--- src/rtl/ena_burst_gen_pkg.sv ---
// Shared types and defaults for the ena burst generator and the detector benches built around it.
package ena_burst_gen_pkg;

  typedef enum logic [1:0] {
    ST_IDLE = 2'd0,
    ST_HIGH = 2'd1,
    ST_GAP  = 2'd2,
    ST_DONE = 2'd3
  } state_e;

  localparam int DEF_CNT_W   = 8;
  // Must stay >= 1 so consecutive bursts are always separated by at least one low cycle.
  localparam int DEF_MIN_GAP = 1;

endpackage

--- src/rtl/burst_down_cnt.sv ---
// Loadable down-counter with a zero flag; load wins over decrement and the count never wraps below 0.
module burst_down_cnt #(
  parameter int W = 8
) (
  input  logic         clk,
  input  logic         rst,
  input  logic         load_i,
  input  logic         dec_i,
  input  logic [W-1:0] load_val_i,
  output logic         zero_o
);

  logic [W-1:0] cnt_q;

  always_ff @(posedge clk) begin
    if (rst) begin
      cnt_q <= '0;
    end else if (load_i) begin
      cnt_q <= load_val_i;
    end else if (dec_i && (cnt_q != '0)) begin
      cnt_q <= cnt_q - W'(1);
    end
  end

  assign zero_o = (cnt_q == '0);

endmodule

--- src/rtl/ena_burst_gen.sv ---
// Generates programmable runs of consecutive-high ena separated by low gaps, and counts the
// detector's trigger responses seen while a sequence is active (including the DONE cycle).
module ena_burst_gen
  import ena_burst_gen_pkg::*;
#(
  parameter int CNT_W   = DEF_CNT_W,
  parameter int MIN_GAP = DEF_MIN_GAP
) (
  input  logic             clk,
  input  logic             rst,
  input  logic             start,
  input  logic             abort,
  input  logic [CNT_W-1:0] len,
  input  logic [CNT_W-1:0] gap,
  input  logic [CNT_W-1:0] reps,
  input  logic             trig_in,
  output logic             ena,
  output logic             busy,
  output logic             done,
  output logic [CNT_W-1:0] trig_cnt
);

  localparam logic [CNT_W-1:0] ONE       = CNT_W'(1);
  localparam logic [CNT_W-1:0] MIN_GAP_V = CNT_W'(MIN_GAP);

  state_e           state_q, state_d;
  logic [CNT_W-1:0] len_m1_q, len_m1_d;
  logic [CNT_W-1:0] gap_m1_q, gap_m1_d;
  logic [CNT_W-1:0] trig_cnt_q, trig_cnt_d;
  logic [CNT_W-1:0] gap_eff;

  logic             run_load, run_dec, run_zero;
  logic [CNT_W-1:0] run_val;
  logic             rep_load, rep_dec, rep_zero;
  logic [CNT_W-1:0] rep_val;

  assign gap_eff = (gap < MIN_GAP_V) ? MIN_GAP_V : gap;

  // Shared counter for the current high run and the current low gap.
  burst_down_cnt #(.W(CNT_W)) u_run_cnt (
    .clk        (clk),
    .rst        (rst),
    .load_i     (run_load),
    .dec_i      (run_dec),
    .load_val_i (run_val),
    .zero_o     (run_zero)
  );

  // Holds the bursts still to come after the current one.
  burst_down_cnt #(.W(CNT_W)) u_rep_cnt (
    .clk        (clk),
    .rst        (rst),
    .load_i     (rep_load),
    .dec_i      (rep_dec),
    .load_val_i (rep_val),
    .zero_o     (rep_zero)
  );

  always_ff @(posedge clk) begin
    if (rst) begin
      state_q    <= ST_IDLE;
      len_m1_q   <= '0;
      gap_m1_q   <= '0;
      trig_cnt_q <= '0;
    end else begin
      state_q    <= state_d;
      len_m1_q   <= len_m1_d;
      gap_m1_q   <= gap_m1_d;
      trig_cnt_q <= trig_cnt_d;
    end
  end

  always_comb begin
    state_d    = state_q;
    len_m1_d   = len_m1_q;
    gap_m1_d   = gap_m1_q;
    trig_cnt_d = trig_cnt_q;
    run_load   = 1'b0;
    run_dec    = 1'b0;
    run_val    = len_m1_q;
    rep_load   = 1'b0;
    rep_dec    = 1'b0;
    rep_val    = reps - ONE;

    if ((state_q != ST_IDLE) && trig_in && (trig_cnt_q != '1)) begin
      trig_cnt_d = trig_cnt_q + ONE;
    end

    case (state_q)
      ST_IDLE: begin
        if (start && !abort) begin
          len_m1_d   = len - ONE;
          gap_m1_d   = gap_eff - ONE;
          trig_cnt_d = '0;
          if ((len == '0) || (reps == '0)) begin
            state_d = ST_DONE;
          end else begin
            state_d  = ST_HIGH;
            run_load = 1'b1;
            run_val  = len - ONE;
            rep_load = 1'b1;
          end
        end
      end
      ST_HIGH: begin
        if (abort) begin
          state_d = ST_IDLE;
        end else if (run_zero) begin
          if (rep_zero) begin
            state_d = ST_DONE;
          end else begin
            rep_dec  = 1'b1;
            run_load = 1'b1;
            run_val  = gap_m1_q;
            state_d  = ST_GAP;
          end
        end else begin
          run_dec = 1'b1;
        end
      end
      ST_GAP: begin
        if (abort) begin
          state_d = ST_IDLE;
        end else if (run_zero) begin
          run_load = 1'b1;
          run_val  = len_m1_q;
          state_d  = ST_HIGH;
        end else begin
          run_dec = 1'b1;
        end
      end
      ST_DONE: begin
        state_d = ST_IDLE;
      end
      default: begin
        state_d = ST_IDLE;
      end
    endcase
  end

  assign ena      = (state_q == ST_HIGH);
  assign busy     = (state_q == ST_HIGH) || (state_q == ST_GAP);
  assign done     = (state_q == ST_DONE);
  assign trig_cnt = trig_cnt_q;

endmodule

--- config.mk ---
export PLATFORM = sky130hd
export DESIGN_NAME = ena_burst_gen
export DESIGN_NICKNAME = d
export VERILOG_FILES = /design/src/rtl/ena_burst_gen_pkg.sv /design/src/rtl/burst_down_cnt.sv /design/src/rtl/ena_burst_gen.sv
export SDC_FILE = /design/constraint.sdc
export NUM_CORES = 1
export LEC_CHECK = 0
export BUFFER_PORTS_ARGS = -buffer_cell sky130_fd_sc_hd__buf_2
export CAP_MARGIN = 20
export CELL_PAD_IN_SITES_DETAIL_PLACEMENT = 0
export CELL_PAD_IN_SITES_GLOBAL_PLACEMENT = 1
export CORE_AREA = 2 2 96 98
export CTS_CLUSTER_SIZE = 16
export DETAILED_ROUTE_END_ITERATION = 8
export DIE_AREA = 0 0 98 100
export HOLD_SLACK_MARGIN = 0.03
export PLACE_DENSITY = 0.59
export RECOVER_POWER = 25
export SETUP_SLACK_MARGIN = 0.5
export SLEW_MARGIN = 20
export SYNTH_ARGS = -nofsm -noshare
export SYNTH_HDL_FRONTEND = slang
export SYNTH_SLANG_ARGS = --single-unit
--- constraint.sdc ---
create_clock -name clk -period 3.6 [get_ports clk]
set_clock_uncertainty 0.2 [all_clocks]
set_input_delay 0.72 -clock clk [delete_from_list [all_inputs] [get_ports clk]]
set_output_delay 0.72 -clock clk [all_outputs]
set_load 0.01 [all_outputs]
# ---- Yosys cells after proc, flatten, opt, wreduce, memory -nomap -nowiden
# Index checks and enable logic that the tools add are counted.
dict set report classes {
  n_addsub 6
  n_mul 0
  n_div 0
  magnitude_cmp 1
  n_eq_ne 7
  n_shift 0
  n_mux 35
  bitwise_logic 0
  n_reduce_logical 21
}
# cell count
set ops {}
lappend ops {{8-bit 2-to-1 mux} 13}
lappend ops {{8-bit by 1-bit subtractor with 8-bit output, second input constant} 5}
lappend ops {{8-bit zero test} 4}
lappend ops {{8-bit case mux with 2 select lines} 1}
lappend ops {{8-bit nonzero test} 2}
lappend ops {{1-bit 2-to-1 mux} 13}
lappend ops {{2-bit 2-to-1 mux} 6}
lappend ops {{8-bit by 1-bit adder with 8-bit output, second input constant} 1}
lappend ops {{8-bit by 1-bit less-than comparator with 1-bit output, second input constant} 1}
lappend ops {{8-bit inequality test, second input constant} 1}
lappend ops {{2-bit case mux with 4 select lines} 1}
lappend ops {{2-bit nonzero test} 3}
lappend ops {{1-bit logical AND} 5}
lappend ops {{2-bit equality test, second input constant} 2}
lappend ops {{3-bit by 2-bit inequality test with 1-bit output, second input constant} 1}
lappend ops {{3-bit inequality test, second input constant} 1}
lappend ops {{1-bit case mux with 3 select lines} 1}
lappend ops {{3-bit AND reduction} 1}
lappend ops {{2-bit by 1-bit equality test with 1-bit output, second input constant} 1}
lappend ops {{2-bit zero test} 1}
lappend ops {{1-bit logical OR} 2}
lappend ops {{2-bit inequality test, second input constant} 1}
lappend ops {{2-bit AND reduction} 1}
lappend ops {{2-bit OR reduction} 1}
lappend ops {{1-bit zero test} 1}
dict set report word_totals {
  register_bits 42
  latchBits 0
  ram_bits 0
  rom_bits 0
  in_bits 29
  output_inout_bits 11
  elab_cells 76
  mem_count 0
}

# ---- Longest topological paths before layout
dict set report depth {
  ltp_word 8
  depth_mapped 13
  depth_no_buf 11
}

# ---- By module
# Synthesis repeated with hierarchy kept, for this count alone.
dict set report hier_totals {
  cells_unflattened 349
  hier_area_um2 2829.0
}
# module n_inst cells_per_inst area_each_um2 seq_area_each_um2
set by_module_without_submodules {}
lappend by_module_without_submodules {ena_burst_gen 1 231 1798.0 520.5}
lappend by_module_without_submodules {burst_down_cnt 2 59 515.5 160.2}

# ---- Worst setup path after synthesis
# Ideal clock, no wire load.
dict set report synth_path {
  kind {in2reg}
  from {in reps[3]}
  to {reg u_rep_cnt.cnt_q[4]}
  setup_ns 0.086
  arrival_ns 3.236
  required_time_ns 3.314
  setup_slack_ns 0.079
  path_stages 10
  path_buffers 1
  cell_sequence {or4_4 -> or4_4 -> nand3_4 -> buf_2 -> mux2i_1 -> ha_1 -> inv_1 -> or3_1 -> xor2_1 -> a211oi_1}
}
dict set report synth_between {
  elab_chain_cells 6
  elab_cells_between_ends 8
  cone_classes {add/sub (1); mux (4); reduce/logical (3)}
}
# item line
set synth_rtl {}
lappend synth_rtl {{from (decl)} ena_burst_gen.sv:15} ;# input logic [CNT_W-1:0] reps,
lappend synth_rtl {{8-bit zero test} ena_burst_gen.sv:95} ;# if ((len == '0) || (reps == '0)) begin
lappend synth_rtl {{1-bit logical OR} ena_burst_gen.sv:95}
lappend synth_rtl {{1-bit 2-to-1 mux} ena_burst_gen.sv:95}
lappend synth_rtl {{1-bit 2-to-1 mux} ena_burst_gen.sv:91} ;# if (start && !abort) begin
lappend synth_rtl {{1-bit 2-to-1 mux} ena_burst_gen.sv:89} ;# case (state_q)
lappend synth_rtl {{8-bit 2-to-1 mux or 2-bit nonzero test (tied branches)} -}
lappend synth_rtl {{to (signal assigned)} burst_down_cnt.sv:19} ;# cnt_q <= load_val_i;
lappend synth_rtl {{to (signal assigned)} burst_down_cnt.sv:21} ;# cnt_q <= cnt_q - W'(1);
lappend synth_rtl {{to (decl)} burst_down_cnt.sv:13} ;# logic [W-1:0] cnt_q;
# Several ways; a longest one is shown, not always the timed one.
# A chain may end at the register's enable or synchronous reset.

# ---- Final worst setup path
dict set report layout_path {
  from {in reps[2]}
  to {reg u_rep_cnt.cnt_q[4]}
}
# The elaborated chain is that of the path after synthesis.

==> metrics.md <==
| Metric | Value |
|---|---|
| Status | completed |
| DP Area | 2930 um2 |
| CTS Sinks | 42 |
| Post-synth ARST share | 0% |
| First-pass DRT Iterations | 4 |
| TNS Setup | 0 ns |
| Crit Path Max Fanout | 5 |
| Total global routing overflow | 0 |
| Synth cell count leaders | nor2_1 (45), dfxtp_1 (42), a211oi_1 (27) |
| Via/cell ratio | 5.02 |
| Clock tree buffer depth | 2 |
| Starting density of the core | 29.1% |
| Area delta synth->final | 17.5% |
| Hold Path Stages | 2 |
| PwrDens | 616 nW/um2 |
| Final worst path period share | 87.1% |
| Crit path kind | input port to flop |
| Final min period | 3.14 ns |
| Clock transition at path regs | 0.08 ns |
| Clk pwr share | 19.3% |
| Post-Synthesis Net Count | 352 |
| Final estimated routing congestion in global placement | 0.757 |
| Final setup fails | 0 |
| RSZ-0062 raised after global routing | yes |
| Nature of the critical path startpoint | input port |
| Post-synth EDFFs | 0 |
| P_int | 1.12 mW |
| Initial antenna violation count | 0 |
| Antenna Nets Post-Route | 0 |
| Max-slew violation count | 0 |
| Worst Path Required | 3.61 ns |
| Fmax | 319 MHz |
| Nets | 396 |
| Most common cell in the netlist | nor2_1 |
| Vias in the first global route | 2206 |
| DRC viols | 0 |
| Leak | 1.13 nW |
| Count of cell types in the netlist | 46 |
| Synth warn | 0 |
| Peak supply drop | 0.165 mV |
| Row Count | 35 |
| Worst-skew pair later-pin latency | 0.30 ns |
| Logic pwr share | 45.8% |
| Core area | 8890 um2 |
| CTS Buf Count | 5 |
| Die area | 9800 um2 |
| R2r setup slk | 0.53 ns |
| First-pass GRT wire length | 11.1 mm |
| CP max-delay cell | or4_4 |
| Slowest stage delay, CP | 0.52 ns |
| CP startpoint | reps[2] |
| Die span in x | 98 um |
| Reg2Reg Depth | 8 |
| Power consumption | 1.87 mW |
| Slew HR | 20.3% |
| WL/cell | 14.1 um |
| Post-synth top area share | 32.5% |
| Fin area | 3040 um2 |
| TritonCTS clock tree | yes |
| H-tree lvl count | 2 |
| CP top delay family | simple AND/OR/NAND/NOR gates |
| Die Height | 100 um |
| Nature of the critical path endpoint | flop |
| Avg Cell Area, Syn | 8.32 um2 |
| Clock Tree Root | clkbuf_8 |
| Ys flop type | dfxtp_1 |
| 1st-iter DRT viols | 78 |
| Synth area leaders | dfxtp_1 (32%), a211oi_1 (7.8%), nor2_1 (6.5%) |
| Io pins | 40 |
| Reg-to-Reg End | u_run_cnt.cnt_q[2]$_SDFFE_PP0P_ |
| HPWL Detailed | 5.07 mm |
| Sequential cell area fraction in the yosys report | 32.5% |
| R2R Path Start | u_run_cnt.cnt_q[0]$_SDFFE_PP0P_ |
| Synth Instances | 311 |
| Critical path depth | 10 |
| CP most frequent cell | or4_4 |
| Sequential share of power | 35.0% |
| Worst-path cell chain | buf_2 > or4_4 > or4_4 > nand3_4 > mux2i_1 > ha_2 > inv_2 > or3_1 > xor2_1 > a211oi_1 |
| Hold Violations, Final | 0 |
| Worst slew pin tran | 1.20 ns |
| Drt total wl | 6.57 mm |
| Mapped Area | 2590 um2 |
| Max cap viols | 0 |
| I/O Buffers | 39 |
| Net Switching | 0.751 mW |
| CP endpoint | u_rep_cnt.cnt_q[4]$_SDFFE_PP0P_ |
| Min-delay worst type | flop to flop |
| Post-layout util | 34.2% |
| FF+latch count, synth | 42 |
| Area leader, netlist | dfxtp_1 |
| Worst EP arrival | 3.15 ns |
| Buf+Inv Stages, Crit Path | 2 |
| Vias | 2346 |
| Layout cell share with drive strength beyond 1 | 17.4% |
| GRT Overall Usage | 13.9% |
| Pin count of the biggest net entering global routing | 36 |
| Diode count | 0 |
| Sw Ratio | 40.1% |
## tightest hold or removal path, stage by stage (launching register included)
cell	delay (ns)
dfxtp_1	0.32
nand2_1	0.05
a21oi_1	0.05
## flip-flops by register name, summed over array words and instances (netlist names)
| signal | cells |
|---|---|
| u_run_cnt.cnt_q | 8 |
| state_q | 2 |
| u_rep_cnt.cnt_q | 8 |
| trig_cnt | 8 |
| len_m1_q | 8 |
| gap_m1_q | 8 |
## cells by family (layout without fill, tap and decap cells)
kind of cell / Yosys count / in the layout / share of synthesized area, %
AO/OA/AOI/OAI: 71 / 71 / 20.7
XOR/XNOR: 29 / 29 / 9.81
adder cells (fa/ha/maj): 12 / 12 / 5.80
buffers and inverters: 23 / 68 / 4.25
flip-flops: 42 / 42 / 32.5
multiplexers: 4 / 4 / 1.55
AND/OR/NAND/NOR: 130 / 130 / 25.4
## routing by layer
| metal | global-route usage (%) | wire length (um) |
|---|---|---|
| met1 | 20.2 | 3480 |
| met2 | 21.2 | 2800 |
| met4 | 3.95 | 79 |
| met3 | 2.58 | 223 |
| met5 | 0 | 0 |
## final cells by class
cell class,count,area (um2)
clock buffers,8,110
fillers,947,5850
inverters,9,33.8
multi-input cells,246,1650
flip-flops and latches,42,841
well taps,111,139
repair buffers,51,270
## power by group through the flow
stage	sequential, mW	clock (mW)	combinational (mW)
after global routing	0.670	0.396	0.967
after global placement	0.667	0	0.850
after detailed placement	0.666	0	0.848
after floorplan	0.641	0	0.643
after CTS	0.655	0.375	0.867
final	0.655	0.361	0.857
## worst min path at each step
stage | startpoint | to | slack (ns)
after global routing | gap_m1_q[7]$_SDFFE_PP0P_ | gap_m1_q[7]$_SDFFE_PP0P_ | 0.28
after floorplan | gap_m1_q[7]$_SDFFE_PP0P_ | gap_m1_q[7]$_SDFFE_PP0P_ | 0.23
final | gap_m1_q[7]$_SDFFE_PP0P_ | gap_m1_q[7]$_SDFFE_PP0P_ | 0.27
after detailed placement | gap_m1_q[7]$_SDFFE_PP0P_ | gap_m1_q[7]$_SDFFE_PP0P_ | 0.25
after CTS | gap_m1_q[7]$_SDFFE_PP0P_ | gap_m1_q[7]$_SDFFE_PP0P_ | 0.27
after global placement | gap_m1_q[7]$_SDFFE_PP0P_ | gap_m1_q[7]$_SDFFE_PP0P_ | 0.25
## placed cells by master (no fill, tap or decap), types with 6 or more instances in the layout
cell	n
clkbuf_8	8
inv_1	8
buf_2	30
nand3_1	8
o21ai_0	8
buf_4	11
dfxtp_1	42
or3_1	8
xor2_1	16
a21oi_1	10
a211oi_1	27
and3_1	9
nand2_1	24
nand2b_1	6
nor3_1	9
xnor2_1	13
clkbuf_1	10
nor2_1	45
ha_1	11
## metrics by stage
step | hold WS (ns) | cells | worst slack [ns]
3_5_place_dp | 0.255 | 457 | 0.0745
2_1_floorplan | 0.233 | 311 | 0.175
6_report | 0.269 | 467 | 0.465
4_1_cts | 0.267 | 467 | 0.456
3_3_place_gp | 0.255 | 457 | 0.107
5_1_grt | 0.278 | 467 | 0.305
## repair_timing
action | CTS | global route
endpoints found under the setup margin | 3 | 5
setup buffers | 2 | 0
gates resized for setup | 1 | 1
hold buffers | 0 | 0
pin swaps | 5 | 3
(Power assumes the default switching activity.)
